$ cat config.mk
export PLATFORM = sky130hd
export DESIGN_NAME = mux_rr_arbiter
export DESIGN_NICKNAME = d
export VERILOG_FILES = /design/src/rtl/mux_rr_arbiter.sv
export SDC_FILE = /design/constraint.sdc
export NUM_CORES = 1
export LEC_CHECK = 0
export BUFFER_PORTS_ARGS = -buffer_cell sky130_fd_sc_hd__buf_2
export CAP_MARGIN = 5
export CORE_ASPECT_RATIO = 1.1
export CORE_MARGIN = 8
export CORE_UTILIZATION = 40
export CTS_BUF_LIST = sky130_fd_sc_hd__clkbuf_8 sky130_fd_sc_hd__clkbuf_16
export DETAILED_ROUTE_END_ITERATION = 7
export GPL_TIMING_DRIVEN = 0
export PLACE_DENSITY = 0.66
export SYNTH_ARGS = -nofsm -noshare
export SYNTH_HDL_FRONTEND = slang
export SYNTH_SLANG_ARGS = --single-unit
$ cat constraint.sdc
create_clock -name clk -period 2.58 [get_ports clk]
set_input_delay 0.258 -clock clk [delete_from_list [all_inputs] [get_ports clk]]
set_output_delay 0.258 -clock clk [all_outputs]
set_load 0.05 [all_outputs]
$ cat src/rtl/mux_rr_arbiter.sv
// Round-robin arbiter in front of an 8-bit 2:1 mux: sequences the mux select,
// holds a grant for a burst of up to MAX_BURST beats and registers the chosen beat.
module mux_rr_arbiter #(
  parameter int DATA_W    = 8,
  parameter int MAX_BURST = 4
) (
  input  logic              clk,
  input  logic              reset_n,
  input  logic              a_valid_i,
  input  logic [DATA_W-1:0] a_data_i,
  input  logic              a_last_i,
  output logic              a_ready_o,
  input  logic              b_valid_i,
  input  logic [DATA_W-1:0] b_data_i,
  input  logic              b_last_i,
  output logic              b_ready_o,
  output logic              y_valid_o,
  output logic [DATA_W-1:0] y_data_o,
  output logic              y_last_o,
  input  logic              y_ready_i,
  output logic              sel_o,
  output logic              busy_o
);

  localparam logic [1:0] ST_IDLE  = 2'd0;
  localparam logic [1:0] ST_GNT_A = 2'd1;
  localparam logic [1:0] ST_GNT_B = 2'd2;

  localparam logic [3:0] CNT_LAST = 4'(MAX_BURST - 1);

  logic [1:0]        state_q, state_d;
  logic [3:0]        burst_cnt_q, burst_cnt_d;
  logic              last_grant_q, last_grant_d;  // 1 = B was granted last
  logic              sel_q, sel_d;
  logic              busy_q, busy_d;
  logic              y_valid_q, y_valid_d;
  logic [DATA_W-1:0] y_data_q, y_data_d;
  logic              y_last_q, y_last_d;

  logic              out_free_s;
  logic              grant_a_s;
  logic              grant_b_s;
  logic              g_valid_s;
  logic [DATA_W-1:0] g_data_s;
  logic              g_last_s;
  logic              other_valid_s;
  logic              accept_s;
  logic              burst_end_s;

  // Granted-requester view of the handshake and burst-end detection.
  always_comb begin
    out_free_s    = !y_valid_q || y_ready_i;
    grant_a_s     = (state_q == ST_GNT_A);
    grant_b_s     = (state_q == ST_GNT_B);
    if (grant_b_s) begin
      g_valid_s     = b_valid_i;
      g_data_s      = b_data_i;
      g_last_s      = b_last_i;
      other_valid_s = a_valid_i;
    end else begin
      g_valid_s     = a_valid_i;
      g_data_s      = a_data_i;
      g_last_s      = a_last_i;
      other_valid_s = b_valid_i;
    end
    accept_s    = (grant_a_s || grant_b_s) && g_valid_s && out_free_s;
    burst_end_s = accept_s && (g_last_s || (burst_cnt_q == CNT_LAST));
  end

  assign a_ready_o = grant_a_s && out_free_s;
  assign b_ready_o = grant_b_s && out_free_s;

  // Grant FSM: arbitration in IDLE and at every burst end, burst counting in between.
  always_comb begin
    state_d      = state_q;
    burst_cnt_d  = burst_cnt_q;
    last_grant_d = last_grant_q;
    sel_d        = sel_q;
    case (state_q)
      ST_IDLE: begin
        if (a_valid_i && (!b_valid_i || last_grant_q)) begin
          state_d      = ST_GNT_A;
          burst_cnt_d  = 4'd0;
          last_grant_d = 1'b0;
          sel_d        = 1'b0;
        end else if (b_valid_i) begin
          state_d      = ST_GNT_B;
          burst_cnt_d  = 4'd0;
          last_grant_d = 1'b1;
          sel_d        = 1'b1;
        end else begin
          state_d      = ST_IDLE;
        end
      end
      ST_GNT_A, ST_GNT_B: begin
        if (burst_end_s) begin
          burst_cnt_d = 4'd0;
          // A natural last closes the requester's burst; only a forced end re-grants it.
          if (other_valid_s) begin
            state_d      = grant_a_s ? ST_GNT_B : ST_GNT_A;
            last_grant_d = grant_a_s;
            sel_d        = grant_a_s;
          end else if (g_valid_s && !g_last_s) begin
            state_d      = state_q;
          end else begin
            state_d      = ST_IDLE;
          end
        end else if (accept_s) begin
          burst_cnt_d = burst_cnt_q + 4'd1;
        end else begin
          burst_cnt_d = burst_cnt_q;
        end
      end
      default: begin
        state_d     = ST_IDLE;
        burst_cnt_d = 4'd0;
      end
    endcase
    busy_d = (state_d != ST_IDLE);
  end

  // Output stage: load on accept, drain when consumed, hold while stalled.
  always_comb begin
    y_valid_d = y_valid_q;
    y_data_d  = y_data_q;
    y_last_d  = y_last_q;
    if (accept_s) begin
      y_valid_d = 1'b1;
      y_data_d  = g_data_s;
      y_last_d  = g_last_s || (burst_cnt_q == CNT_LAST);
    end else if (y_ready_i) begin
      y_valid_d = 1'b0;
    end else begin
      y_valid_d = y_valid_q;
    end
  end

  // State and output registers.
  always_ff @(posedge clk or negedge reset_n) begin
    if (!reset_n) begin
      state_q      <= ST_IDLE;
      burst_cnt_q  <= 4'd0;
      last_grant_q <= 1'b1;
      sel_q        <= 1'b0;
      busy_q       <= 1'b0;
      y_valid_q    <= 1'b0;
      y_data_q     <= {DATA_W{1'b0}};
      y_last_q     <= 1'b0;
    end else begin
      state_q      <= state_d;
      burst_cnt_q  <= burst_cnt_d;
      last_grant_q <= last_grant_d;
      sel_q        <= sel_d;
      busy_q       <= busy_d;
      y_valid_q    <= y_valid_d;
      y_data_q     <= y_data_d;
      y_last_q     <= y_last_d;
    end
  end

  assign y_valid_o = y_valid_q;
  assign y_data_o  = y_data_q;
  assign y_last_o  = y_last_q;
  assign sel_o     = sel_q;
  assign busy_o    = busy_q;

endmodule
Yosys cells after proc, flatten, opt, wreduce, memory -nomap -nowiden
Cells that the tools add are included.

Register bits after elaboration: 19. Latch bits: 0. Memory bits (writable): 0. Memory bits (read-only): 0. Input port bits: 23. Output and inout bits: 14. Word-level logic and storage cells: 60. Memories kept: 0.

Add/subtract/negate cells: 1. Multipliers: 0. Divide/modulo/power cells: 0. Magnitude comparators: 0. Eq/ne operators: 7. Shift operators: 0. Mux-type cells: 23. Bitwise gates (word level): 0. Reductions and logical operators: 21.

Operators by type and width (number): 2-to-1 mux 4 bit (4); 2-to-1 mux 2 bit (6); 2-to-1 mux 1 bit (9); 2-to-1 mux 8 bit (1); one-hot mux 4 bit (2 select lines) (1); logical AND 1 bit (7); inequality test 3 bit (second input constant) (2); nonzero test 2 bit (3); adder 4 x 1 -> 4 bit (second input constant) (1); == test 4 x 2 -> 1 bit (second input constant) (1); logical OR 1 bit (4); inequality test 2 bit (second input constant) (2); one-hot mux 2 bit (2 select lines) (1); AND reduction 4 bit (1); zero test 1 bit (3); == test 2 x 1 -> 1 bit (second input constant) (1); == test 2 bit (second input constant) (1); zero test 2 bit (1); one-hot mux 1 bit (2 select lines) (1); AND reduction 2 bit (1); OR reduction 2 bit (1).

Depth between registers and ports, before layout
Gate-level depths: netlist of run 1.

Word-level depth: 9. Gate-level depth with buffers: 9. Mapped depth without buffers: 7.

Least setup slack after synthesis of run 1
Ideal clock, no wire load.

Kind: register -> register. Start: reg state_q[0]. End: reg sel_q, in the netlist sel_o. Setup time: 0.128 ns. Data arrival time: 1.851 ns. Required time: 2.452 ns. Slack: 0.601 ns. Stages on the path, launching flop included: 9. Buffers on the path: 1. Clock period less this slack: 1.979 ns. Cells stage by stage: dfrtp_1 > inv_1 > ha_1 > buf_6 > mux2_4 > o2111ai_1 > o21ai_0 > a21oi_1 > mux2_1.

Longest elaborated chain between the ends: 7. Elaborated cells between the ends (all ways): 20. Classes of those cells: eq/ne (5); mux (6); reduce/logical (9).

Ends and longest elaborated chain: from (decl) (RTL line 31) `logic [1:0] state_q, state_d;`; from (signal assigned) (RTL line 150) `state_q <= state_d;`; == test 2 bit or == test 2 x 1 -> 1 bit (tied branches) (RTL line 54, 79, 53); 2-to-1 mux 1 bit or logical OR 1 bit (tied branches) (RTL line 55, 66); logical AND 1 bit (2 in series) (RTL line 66) `accept_s = (grant_a_s || grant_b_s) && g_valid_s && out_free_s;`; logical AND 1 bit (RTL line 67) `burst_end_s = accept_s && (g_last_s || (burst_cnt_q == CNT_LAST));`; inequality test 2 bit (no line); AND reduction 4 bit (no line); to (signal assigned) (RTL line 153) `sel_q <= sel_d;`; to (decl) (RTL line 34) `logic sel_q, sel_d;`.

Several ways; a longest one is shown, not always the timed one. The select of a mux whose other input is x is not followed. A chain may end at the register's enable or synchronous reset.

Final worst setup path of run 1
Same ends and word-level chain as after synthesis.

==> summary.txt, run 1 <==
STA
  – Setup Skew: 1.278 ps
  – Slew Viols, Final: 0
  – Setup violators final: 0
  – Setup ws final: 428.6 ps
  – Final period utilization: 0.8339
  – RSZ-0062 raised after global routing: no
  – Slew @ Worst Pin: 425.1 ps
  – Worst slew margin: 0.7126
  – Setup TNS: 0 ps
  – Fin crit period: 2151 ps
  – Final hold vios: 0
  – Fmax: 464.8 MHz

GRT
  – Vias in the first global route: 961
  – Largest net degree at the start of global routing: 20
  – First-pass GRT wire length: 4160 um
  – Initial antenna violation count: 0
  – Total track usage: 0.1104
  – GRT Residual Overflow: 0

Clock tree
  – Bufs on Longest Clock Path: 2
  – CTS tree: built
  – CTS clk-pin slew, worst paths: 70 ps
  – Insertion delay to the later sink of the worst-skew pair: 250 ps
  – Cts bufs inserted: 3
  – H-tree depth: 1
  – Clock Sinks: 19
  – Root buffer cell: clkbuf_8

Final layout
  – Layout cells sized above 1: 0.3377
  – Most frequent cells in the layout: buf_2 (36), dfrtp_1 (18), o21ai_0 (13), nand2_1 (13), mux2i_1 (9)
  – N_diodes: 0
  – Net count, final: 180
  – Area growth syn-to-layout: 24.80%
  – Core Util, Final: 0.5124
  – Commonest non-fill, non-tap cell in the layout: buf_2

Min path
  – Start point of the worst hold path: a_data_i[3]
  – Class of the worst hold path: primary input to flop
  – Worst hold path stage count: 3
  – Hold path endpoint: y_data_o[3]$_DFFE_PN0P_

Floorplanning
  – Initial Util: 0.4106
  – Core area: 0.002728 mm^2
  – Rows: 20
  – Die ar.: 0.004751 mm^2
  – Die Y: 71.50 um
  – Top Ports: 37
  – Die width: 66.45 um

Worst setup path
  – Critical Path Sink Type: flop
  – CP max stage delay: 430 ps
  – Setup CP Type: flop to flop
  – Critical path's slowest cell: dfrtp_1
  – Critical Path Start Type: flop
  – CP cell instances: inv_1 > ha_1 > buf_6 > mux2_4 > o2111ai_1 > o21ai_0 > a21oi_1 > mux2_1
  – R2R depth: 8
  – WP data required: 2720 ps
  – Max FO, Critical Path: 5
  – Worst R2R Setup Slack: 430 ps
  – Reg2reg start: state_q[0]$_DFF_PN0_
  – CP Data Arrival Time: 2290 ps
  – R2r endpoint: sel_o$_DFFE_PN0P_

Synth
  – Count of state elements after synthesis: 19
  – Syn Area/Cell: 10.18 um^2
  – Syn_nets: 138
  – Syn Inst Count: 110
  – Library cells used by synthesis: 33
  – Mapped Area: 0.001120 mm^2
  – Yosys warns: 0
  – Seq/Total Area, Yosys: 0.4257

Drt
  – Wirelength, routed: 2574 um
  – Wire per inst: 13.99 um
  – Pre-antenna DRT Iters: 5
  – Drt via density: 5.174
  – Drt first-iter violations: 54
  – Post-DRT Antenna Nets: 0
  – Vias after detailed routing: 952
  – Final routed DRC violation total: 0

Flow run
  – Max-cap violations: 0

Placement
  – IO buf count: 36
  – Dpl ws: 438.8 ps
  – DP Wirelength: 2054 um
  – Global placement routability congestion: 0.8092

Power
  – Int Pwr: 0.9195 mW
  – Pwr Density: 1350 mW/mm^2
  – Total power: 1.887 mW
  – Maximum VDD drop: 743.7 uV
  – Sw Share: 0.5127
  – Leakage Power: 0.6980 nW
  – Net switching power figure: 0.9672 mW
  – Comb power frac: 0.623
  – Reg power frac: 0.269
  – Clock power frac: 0.108

Run status
  – Outcome: complete, no violations
==> cells in the mapped netlist (all sizes together) <==
cell type / number / area share
a22oi: 1 / 0.0067
mux2i: 9 / 0.080
inv: 6 / 0.020
buf: 2 / 0.020
a211o: 1 / 0.0078
nor3b: 1 / 0.011
nor4bb: 1 / 0.0089
o2111ai: 2 / 0.031
and3: 1 / 0.0056
clkbuf: 2 / 0.0067
mux2: 5 / 0.057
nor2b: 1 / 0.0056
ha: 5 / 0.056
dfstp: 1 / 0.023
nor4b: 1 / 0.0078
nand3: 3 / 0.018
and2: 2 / 0.011
nand2b: 2 / 0.011
o311a: 1 / 0.0089
dfrtp: 18 / 0.40
o21ai: 14 / 0.063
nor3: 1 / 0.0089
o2bb2ai: 1 / 0.0078
nand2: 13 / 0.044
nor2: 7 / 0.023
a22o: 3 / 0.023
o22a: 1 / 0.0078
a21oi: 5 / 0.022
==> through the flow <==
stage          hold slack (ps)  std cells  instance area [um^2]
2_1_floorplan           -37.59        110                  1120
3_3_place_gp             216.5        179                  1341
3_5_place_dp             220.2        179                  1341
4_1_cts                  298.1        184                  1398
5_1_grt                  296.5        184                  1398
6_report                 299.5        184                  1398
==> flip-flops by register name, summed over array words and instances, names as in the netlist <==
signal / count
burst_cnt_q: 4
y_last_o: 1
state_q: 2
y_valid_o: 1
y_data_o: 8
sel_o: 1
busy_o: 1
last_grant_q: 1
==> critical path, delay by kind of cell, from the launching register on <==
kind	cells	cell delay (ps)
adder cells (fa/ha/maj)	1	210
multiplexers	2	660
flip-flops	1	430
AO/OA/AOI/OAI	3	510
buffers and inverters	2	220
==> area by class of cell <==
cell class,instances,area [um^2]
Buffer,4,30.03
Clock buffer,3,41.29
Clock inverter,1,5.005
Fill cell,267,1330
Inverter,6,22.52
Multi-Input combinational cell,81,590.6
Sequential cell,19,476.7
Tap cell,33,41.29
Timing Repair Buffer,37,190.2
==> per-layer routing <==
layer | part of all wire | track usage
met2 | 0.47 | 0.1815
met5 | 0 | 0
met4 | 0.013 | 0.04988
met1 | 0.40 | 0.1215
met3 | 0.11 | 0.04212
==> how the worst max path moves through the flow <==
stage                         start                 to  slack (ps)  depth (start not counted)
2_1_floorplan  state_q[0]$_DFF_PN0_  sel_o$_DFFE_PN0P_         600                          8
3_3_place_gp   state_q[0]$_DFF_PN0_  sel_o$_DFFE_PN0P_         460                          8
3_5_place_dp   state_q[0]$_DFF_PN0_  sel_o$_DFFE_PN0P_         440                          8
4_1_cts        state_q[0]$_DFF_PN0_  sel_o$_DFFE_PN0P_         420                          8
5_1_grt        state_q[0]$_DFF_PN0_   busy_o$_DFF_PN0_         320                          9
6_report       state_q[0]$_DFF_PN0_  sel_o$_DFFE_PN0P_         430                          8
==> cells by family after synthesis <==
| group | Yosys count | synth area share |
|---|---|---|
| AO/OA/AOI/OAI | 29 | 0.1788 |
| multiplexers | 14 | 0.1374 |
| adder cells (fa/ha/maj) | 5 | 0.05587 |
| AND/OR/NAND/NOR | 33 | 0.1553 |
| buffers and inverters | 10 | 0.04693 |
| flip-flops | 19 | 0.4257 |
==> power groups by stage <==
stage	Clock (mW)	Sequential, mW	Combinational (mW)
floorplan	0	0.821	0.611
global placement	0	0.508	1.16
detailed placement	0	0.513	1.18
CTS	0.213	0.509	1.18
global route	0.224	0.523	1.28
finish	0.204	0.507	1.17
==> what timing repair did <==
item                                    CTS  global route
hold buffers                              1             0
endpoints found under the hold margin    18             0
setup buffers                             0             0
resized for setup                         0             0
endpoints found under the setup margin    0             0
(Power assumes the default switching activity.)
==> run 2, diff against run 1 <==
Settings changed: ABC_AREA set to 1, PLACE_DENSITY 0.66 to 0.65.
Clock period 2.58 ns to 2.05 ns, I/O delays scaled along.
==> summary.txt, run 2 <==
Clock tree
  – Insertion delay to the later sink of the worst-skew pair: 250 ps (about the same)
  – CTS tree: built (unchanged)
  – Root buffer cell: clkbuf_8 (unchanged)
  – CTS clk-pin slew, worst paths: 70 ps (about the same)
  – Cts bufs inserted: 3 (unchanged)
  – H-tree depth: 1 (unchanged)
  – Post-CTS Hold Buffers: 1 (unchanged)
  – Setup bufs post-CTS: 0 (unchanged)
  – Bufs on Longest Clock Path: 2 (unchanged)
  – Clock Sinks: 19 (unchanged)
  – Resized cells post-CTS: 0 (unchanged)

Synth
  – Most frequent cells after synthesis: nand2_1 (34), nor2_1 (24), dfrtp_1 (18) (was dfrtp_1 (18), nand2_1 (13), o21ai_0 (13))
  – Commonest register cell after synthesis: dfrtp_1 (unchanged)
  – Seq/Total Area, Yosys: 0.4150 (was 0.4257)
  – Library cells used by synthesis: 25 (was 33)
  – Yosys warns: 0 (unchanged)
  – Post-synth EDFFs: 0 (unchanged)
  – Syn Inst Count: 147 (was 110)
  – Mapped Area: 0.001149 mm^2 (was 0.001120 mm^2)
  – Count of state elements after synthesis: 19 (unchanged)
  – Top-count cell post-synth: nand2_1 (was dfrtp_1)
  – Post-synthesis async set-or-reset flop share: 1.000 (unchanged)
  – Top cell type by total area after synthesis: dfrtp_1 (unchanged)
  – Syn Area/Cell: 7.814 um^2 (was 10.18 um^2)
  – Largest cells by area after synthesis: dfrtp_1 (39%), nand2_1 (11%), nor2_1 (7.8%), inv_1 (5.6%), ha_1 (5.4%) (was dfrtp_1 (40%), mux2i_1 (8.0%), o21ai_0 (5.8%), ha_1 (5.6%), nand2_1 (4.4%))
  – Top-area cell type share of the netlist area: 0.3922 (was 0.4022)
  – Syn_nets: 175 (was 138)

Min path
  – Hold path endpoint: y_data_o[2]$_DFFE_PN0P_ (was y_data_o[3]$_DFFE_PN0P_)
  – Worst hold path stage count: 3 (unchanged)
  – Start point of the worst hold path: a_data_i[2] (was a_data_i[3])
  – Class of the worst hold path: primary input to flop (unchanged)

Floorplanning
  – Die Y: 72.20 um (was 71.50 um)
  – Die ar.: 0.004844 mm^2 (was 0.004751 mm^2)
  – Initial Util: 0.4173 (was 0.4106)
  – Die width: 67.09 um (was 66.45 um)
  – Top Ports: 37 (unchanged)
  – Rows: 20 (unchanged)
  – Core area: 0.002753 mm^2 (was 0.002728 mm^2)

Placement
  – IO buf count: 36 (unchanged)
  – Global placement routability congestion: 0.8060 (was 0.8092)
  – DP Wirelength: 2148 um (was 2054 um)
  – Dpl ws: 285.2 ps (was 438.8 ps)

Flow run
  – Max-cap violations: 0 (unchanged)

Worst setup path
  – WP data required: 1850 ps (was 2720 ps)
  – CP cell instances: inv_1 > ha_1 > inv_2 > buf_6 > nor2_1 > buf_2 (was inv_1 > ha_1 > buf_6 > mux2_4 > o2111ai_1 > o21ai_0 > a21oi_1 > mux2_1)
  – Reg2reg start: state_q[1]$_DFF_PN0_ (was state_q[0]$_DFF_PN0_)
  – R2r endpoint: burst_cnt_q[1]$_DFFE_PN0P_ (was sel_o$_DFFE_PN0P_)
  – Max FO, Critical Path: 10 (was 5)
  – Critical Path Sink Type: output pin (was flop)
  – R2R depth: 9 (was 8)
  – Critical path's slowest cell: dfrtp_1 (unchanged)
  – Worst R2R Setup Slack: 260 ps (was 430 ps)
  – Setup CP Type: flop to output pin (was flop to flop)
  – CP max stage delay: 400 ps (was 430 ps)
  – Critical Path Start Type: flop (unchanged)
  – CP Data Arrival Time: 1600 ps (was 2290 ps)

Drt
  – Pre-antenna DRT Iters: 4 (was 5)
  – Final routed DRC violation total: 0 (unchanged)
  – Wirelength, routed: 2668 um (was 2574 um)
  – Drt via density: 4.887 (was 5.174)
  – Wire per inst: 12.07 um (was 13.99 um)
  – Vias after detailed routing: 1080 (was 952)
  – Drt first-iter violations: 92 (was 54)
  – Post-DRT Antenna Nets: 0 (unchanged)

STA
  – Fmax: 555.3 MHz
  – Setup violators final: 0 (unchanged)
  – RSZ-0062 raised after global routing: no (unchanged)
  – Worst slew margin: 0.7059 (was 0.7126)
  – Final period utilization: 0.8785
  – Setup ws final: 249.1 ps (was 428.6 ps)
  – Slew Viols, Final: 0 (unchanged)
  – Fin crit period: 1801 ps
  – Setup Skew: 2.844 ps (was 1.278 ps)
  – Final hold vios: 0 (unchanged)
  – Setup TNS: 0 ps (unchanged)
  – Slew @ Worst Pin: 441.2 ps (was 425.1 ps)

GRT
  – Total track usage: 0.1195 (was 0.1104)
  – Vias in the first global route: 1096 (was 961)
  – Largest net degree at the start of global routing: 20 (unchanged)
  – Initial antenna violation count: 0 (unchanged)
  – GRT Residual Overflow: 0 (unchanged)
  – First-pass GRT wire length: 4650 um (was 4160 um)

Final layout
  – Layout fillers: 273 (was 267)
  – Most frequent cells in the layout: buf_2 (38), nand2_1 (34), nor2_1 (24), dfrtp_1 (18), inv_1 (17) (was buf_2 (36), dfrtp_1 (18), o21ai_0 (13), nand2_1 (13), mux2i_1 (9))
  – Area growth syn-to-layout: 24.18% (was 24.80%)
  – N_diodes: 0 (unchanged)
  – Net count, final: 217 (was 180)
  – Footprint of the multi-input gates: 549.3 um^2 (was 590.6 um^2)
  – Max reg flops: 8 (unchanged)
  – Layout cells sized above 1: 0.3245 (was 0.3377)
  – Commonest non-fill, non-tap cell in the layout: buf_2 (unchanged)
  – Register area: 476.7 um^2 (unchanged)

Power
  – Maximum VDD drop: 912.7 uV (was 743.7 uV)
  – Leakage Power: 0.8085 nW (was 0.6980 nW)
  – Total power: 2.393 mW (was 1.887 mW)
  – Pwr Density: 1678 mW/mm^2 (was 1350 mW/mm^2)

Run status
  – Outcome: complete, no violations (unchanged)
==> run 2: worst max-delay path by stage <==
stage / from / endpoint / cells past startpoint
2_1_floorplan: state_q[0]$_DFF_PN0_ / b_ready_o / 5
3_3_place_gp: state_q[0]$_DFF_PN0_ / burst_cnt_q[2]$_DFFE_PN0P_ / 13
3_5_place_dp: state_q[1]$_DFF_PN0_ / burst_cnt_q[2]$_DFFE_PN0P_ / 8
4_1_cts: state_q[0]$_DFF_PN0_ / b_ready_o / 6
5_1_grt: state_q[1]$_DFF_PN0_ / state_q[0]$_DFF_PN0_ / 12
6_report: state_q[0]$_DFF_PN0_ / b_ready_o / 6
==> run 2: kinds of logic after synthesis <==
group / after synthesis / synth area share
fa+ha+maj: 5 / 0.05447
compound gates: 16 / 0.09695
flops: 19 / 0.4150
buf+inv: 27 / 0.1068
xor+xnor: 2 / 0.01525
simple gates: 77 / 0.3028
mux: 1 / 0.008715
==> run 2: metal layers <==
| layer | vias to the layer above | routed length [um] | share of wire | track usage |
|---|---|---|---|---|
| li1 | 539 | - | - | - |
| met1 | 500 | 1134 | 0.43 | 0.1377 |
| met2 | 36 | 1164 | 0.44 | 0.2021 |
| met3 | 5 | 330 | 0.12 | 0.03236 |
| met4 | 0 | 39 | 0.015 | 0.04651 |
| met5 | - | 0 | 0 | 0 |
==> run 2: critical path: cells and delay by family (launching register included) <==
| kind | cells | cell delay [ps] |
|---|---|---|
| simple gates | 1 | 110 |
| fa+ha+maj | 1 | 250 |
| buf+inv | 4 | 580 |
| flops | 1 | 400 |
==> run 2: cell type report <==
cell class	count	area share
multi-input combinational	101	0.3851
clock buffer	3	0.02895
tap	33	0.02895
sequential	19	0.3342
buffer	5	0.02807
inverter	22	0.05789
clock inverter	1	0.003509
timing repair buffer	37	0.1333
==> run 2: metrics by stage <==
stage,hold slack (ps),cell area (um^2),utilization,cells
4_1_cts,235.8,1426,0.5182,221
3_3_place_gp,163.5,1370,0.4977,216
3_5_place_dp,173.7,1370,0.4977,216
6_report,239.4,1426,0.5182,221
2_1_floorplan,-90.59,1149,-,147
5_1_grt,259.5,1426,0.5182,221
==> run 2: power by group <==
part           switching, mW  total, mW  internal, mW
combinational           1.07       1.50         0.429
clock                  0.125      0.260         0.135
sequential            0.0846      0.633         0.548
==> run 3, diff against run 2 <==
Settings changed: CELL_PAD_IN_SITES_DETAIL_PLACEMENT set to 0, CELL_PAD_IN_SITES_GLOBAL_PLACEMENT set to 1, CORE_MARGIN 8 to 3, CORE_UTILIZATION 40 to 35, PLACE_DENSITY 0.65 to unset, PLACE_DENSITY_LB_ADDON set to 0.1.
==> summary.txt, run 3 (synthesized netlist as in run 2, its figures left out) <==
STA
  – Setup Skew: 3.431 ps (was 2.844 ps)
  – Slew @ Worst Pin: 442.1 ps (was 441.2 ps)
  – Final hold vios: 0 (unchanged)
  – Setup violators final: 0 (unchanged)
  – Setup TNS: 0 ps (unchanged)
  – Fin crit period: 1767 ps (was 1801 ps)
  – Final period utilization: 0.8621 (was 0.8785)
  – Fmax: 565.8 MHz (was 555.3 MHz)
  – RSZ-0062 raised after global routing: no (unchanged)
  – Setup ws final: 282.7 ps (was 249.1 ps)
  – Slew Viols, Final: 0 (unchanged)
  – Worst slew margin: 0.7053 (was 0.7059)

Placement
  – Global placement routability congestion: 0.7637 (was 0.8060)
  – Dpl ws: 282.7 ps (was 285.2 ps)
  – DP Wirelength: 1981 um (was 2148 um)
  – IO buf count: 36 (unchanged)

Worst setup path
  – Critical Path Start Type: flop (unchanged)
  – Critical path's slowest cell: dfrtp_1 (unchanged)
  – Setup crit start: state_q[0]$_DFF_PN0_ (unchanged)
  – CP cell instances: inv_1 > ha_1 > inv_2 > buf_6 > nor2_1 > buf_2 (unchanged)
  – Worst R2R Setup Slack: 290 ps (was 260 ps)
  – CP Data Arrival Time: 1560 ps (was 1600 ps)
  – Max FO, Critical Path: 10 (unchanged)
  – Reg2reg start: state_q[1]$_DFF_PN0_ (unchanged)
  – WP data required: 1850 ps (about the same)
  – R2R depth: 9 (unchanged)
  – CP max stage delay: 400 ps (about the same)
  – Setup CP Type: flop to output pin (unchanged)
  – Critical Path Sink Type: output pin (unchanged)
  – R2r endpoint: burst_cnt_q[1]$_DFFE_PN0P_ (unchanged)

Power
  – Net switching power figure: 1.278 mW (was 1.281 mW)
  – Maximum VDD drop: 637.1 uV (was 912.7 uV)
  – Leakage Power: 0.8099 nW (was 0.8085 nW)
  – Reg power frac: 0.265 (was 0.264)
  – Comb power frac: 0.625 (was 0.627)
  – Pwr Density: 1675 mW/mm^2 (was 1678 mW/mm^2)
  – Clock power frac: 0.110 (was 0.109)
  – Sw Share: 0.5348 (was 0.5354)
  – Int Pwr: 1.112 mW (about the same)

Final layout
  – Commonest non-fill, non-tap cell in the layout: buf_2 (unchanged)
  – Area growth syn-to-layout: 24.18% (unchanged)
  – Net count, final: 217 (unchanged)
  – Layout cells sized above 1: 0.3191 (was 0.3245)
  – N_diodes: 0 (unchanged)
  – Register area: 476.7 um^2 (unchanged)
  – Most frequent cells in the layout: buf_2 (38), nand2_1 (34), nor2_1 (24), inv_1 (18), dfrtp_1 (18) (was buf_2 (38), nand2_1 (34), nor2_1 (24), dfrtp_1 (18), inv_1 (17))
  – Footprint of the multi-input gates: 549.3 um^2 (unchanged)
  – Layout fillers: 325 (was 273)
  – Max reg flops: 8 (unchanged)

Min path
  – Class of the worst hold path: primary input to flop (unchanged)
  – Start point of the worst hold path: a_data_i[0] (was a_data_i[2])
  – Worst hold path stage count: 3 (unchanged)
  – Hold path endpoint: y_data_o[0]$_DFFE_PN0P_ (was y_data_o[2]$_DFFE_PN0P_)

Clock tree
  – Cts bufs inserted: 3 (unchanged)
  – H-tree depth: 1 (unchanged)
  – Resized cells post-CTS: 0 (unchanged)
  – CTS clk-pin slew, worst paths: 70 ps (about the same)
  – Bufs on Longest Clock Path: 2 (unchanged)
  – Insertion delay to the later sink of the worst-skew pair: 260 ps (was 250 ps)
  – CTS tree: built (unchanged)
  – Clock Sinks: 19 (unchanged)
  – Root buffer cell: clkbuf_8 (unchanged)

GRT
  – Vias in the first global route: 1010 (was 1096)
  – Total track usage: 0.1415 (was 0.1195)
  – Largest net degree at the start of global routing: 20 (unchanged)
  – Initial antenna violation count: 0 (unchanged)
  – First-pass GRT wire length: 4326 um (was 4650 um)
  – GRT Residual Overflow: 0 (unchanged)

Flow run
  – Max-cap violations: 0 (unchanged)

Drt
  – Post-DRT Antenna Nets: 0 (unchanged)
  – Final routed DRC violation total: 0 (unchanged)
  – Drt via density: 4.617 (was 4.887)
  – Vias after detailed routing: 1025 (was 1080)
  – Drt first-iter violations: 62 (was 92)
  – Wirelength, routed: 2544 um (was 2668 um)
  – Wire per inst: 11.46 um (was 12.07 um)
  – Pre-antenna DRT Iters: 4 (unchanged)

Floorplanning
  – Rows: 21 (was 20)
  – Top Ports: 37 (unchanged)
  – Die width: 60.62 um (was 67.09 um)
  – Die ar.: 0.004006 mm^2 (was 0.004844 mm^2)
  – Die Y: 66.08 um (was 72.20 um)
  – Initial Util: 0.3705 (was 0.4173)
  – Core area: 0.003100 mm^2 (was 0.002753 mm^2)

Run status
  – Outcome: complete, no violations (unchanged)
-- run 3: repair_timing --
item | in CTS | in global routing
hold endpoints to repair | 18 | 0
hold buffers | 1 | 0
setup buffers | 0 | 0
endpoints found under the setup margin | 0 | 0
-- run 3: worst max path at each step --
stage | slack [ps] | cells past startpoint | endpoint
final | 280 | 6 | b_ready_o
after global routing | 80 | 9 | burst_cnt_q[1]$_DFFE_PN0P_
after CTS | 260 | 6 | b_ready_o
after detailed placement | 280 | 9 | burst_cnt_q[1]$_DFFE_PN0P_
after global placement | 300 | 13 | burst_cnt_q[2]$_DFFE_PN0P_
after floorplan | 330 | 5 | b_ready_o
-- run 3: cell type report --
class / instances / share of cell area
inverters: 22 / 0.05789
multi-input cells: 101 / 0.3851
flip-flops and latches: 19 / 0.3342
well taps: 34 / 0.02982
clock inverters: 1 / 0.002632
repair buffers: 37 / 0.1333
clock buffers: 3 / 0.02895
plain buffers: 5 / 0.02807
-- run 3: layer usage --
layer,global-route usage,vias up,part of all wire
li1,-,545,-
met1,0.1721,450,0.46
met2,0.2433,26,0.47
met3,0.02734,4,0.050
met4,0.04878,0,0.012
met5,0,-,0
-- run 3: per-stage QoR --
stage | instance area (um^2) | hold slack [ps] | utilization | cells | power [mW]
after detailed placement | 1371 | 174.1 | 0.4423 | 217 | 2.156
after global placement | 1371 | 165.9 | 0.4423 | 217 | 2.134
after floorplan | 1149 | -90.59 | - | 147 | 1.825
final | 1426 | 231.4 | 0.4600 | 222 | 2.390
after CTS | 1426 | 218.6 | 0.4600 | 222 | 2.433
after global routing | 1426 | 244.3 | 0.4600 | 222 | 2.624
-- run 3: power groups by stage --
stage | clock, mW | sequential [mW] | combinational, mW
floorplan | 0 | 1.03 | 0.795
global placement | 0 | 0.633 | 1.50
detailed placement | 0 | 0.643 | 1.51
CTS | 0.279 | 0.636 | 1.52
global route | 0.287 | 0.654 | 1.68
finish | 0.263 | 0.633 | 1.49
-- run 3: worst max-delay path, delay by kind of cell (launching register included) --
| kind | cells | cell delay (ps) |
|---|---|---|
| buf+inv | 4 | 580 |
| flops | 1 | 400 |
| simple gates | 1 | 90 |
| fa+ha+maj | 1 | 250 |
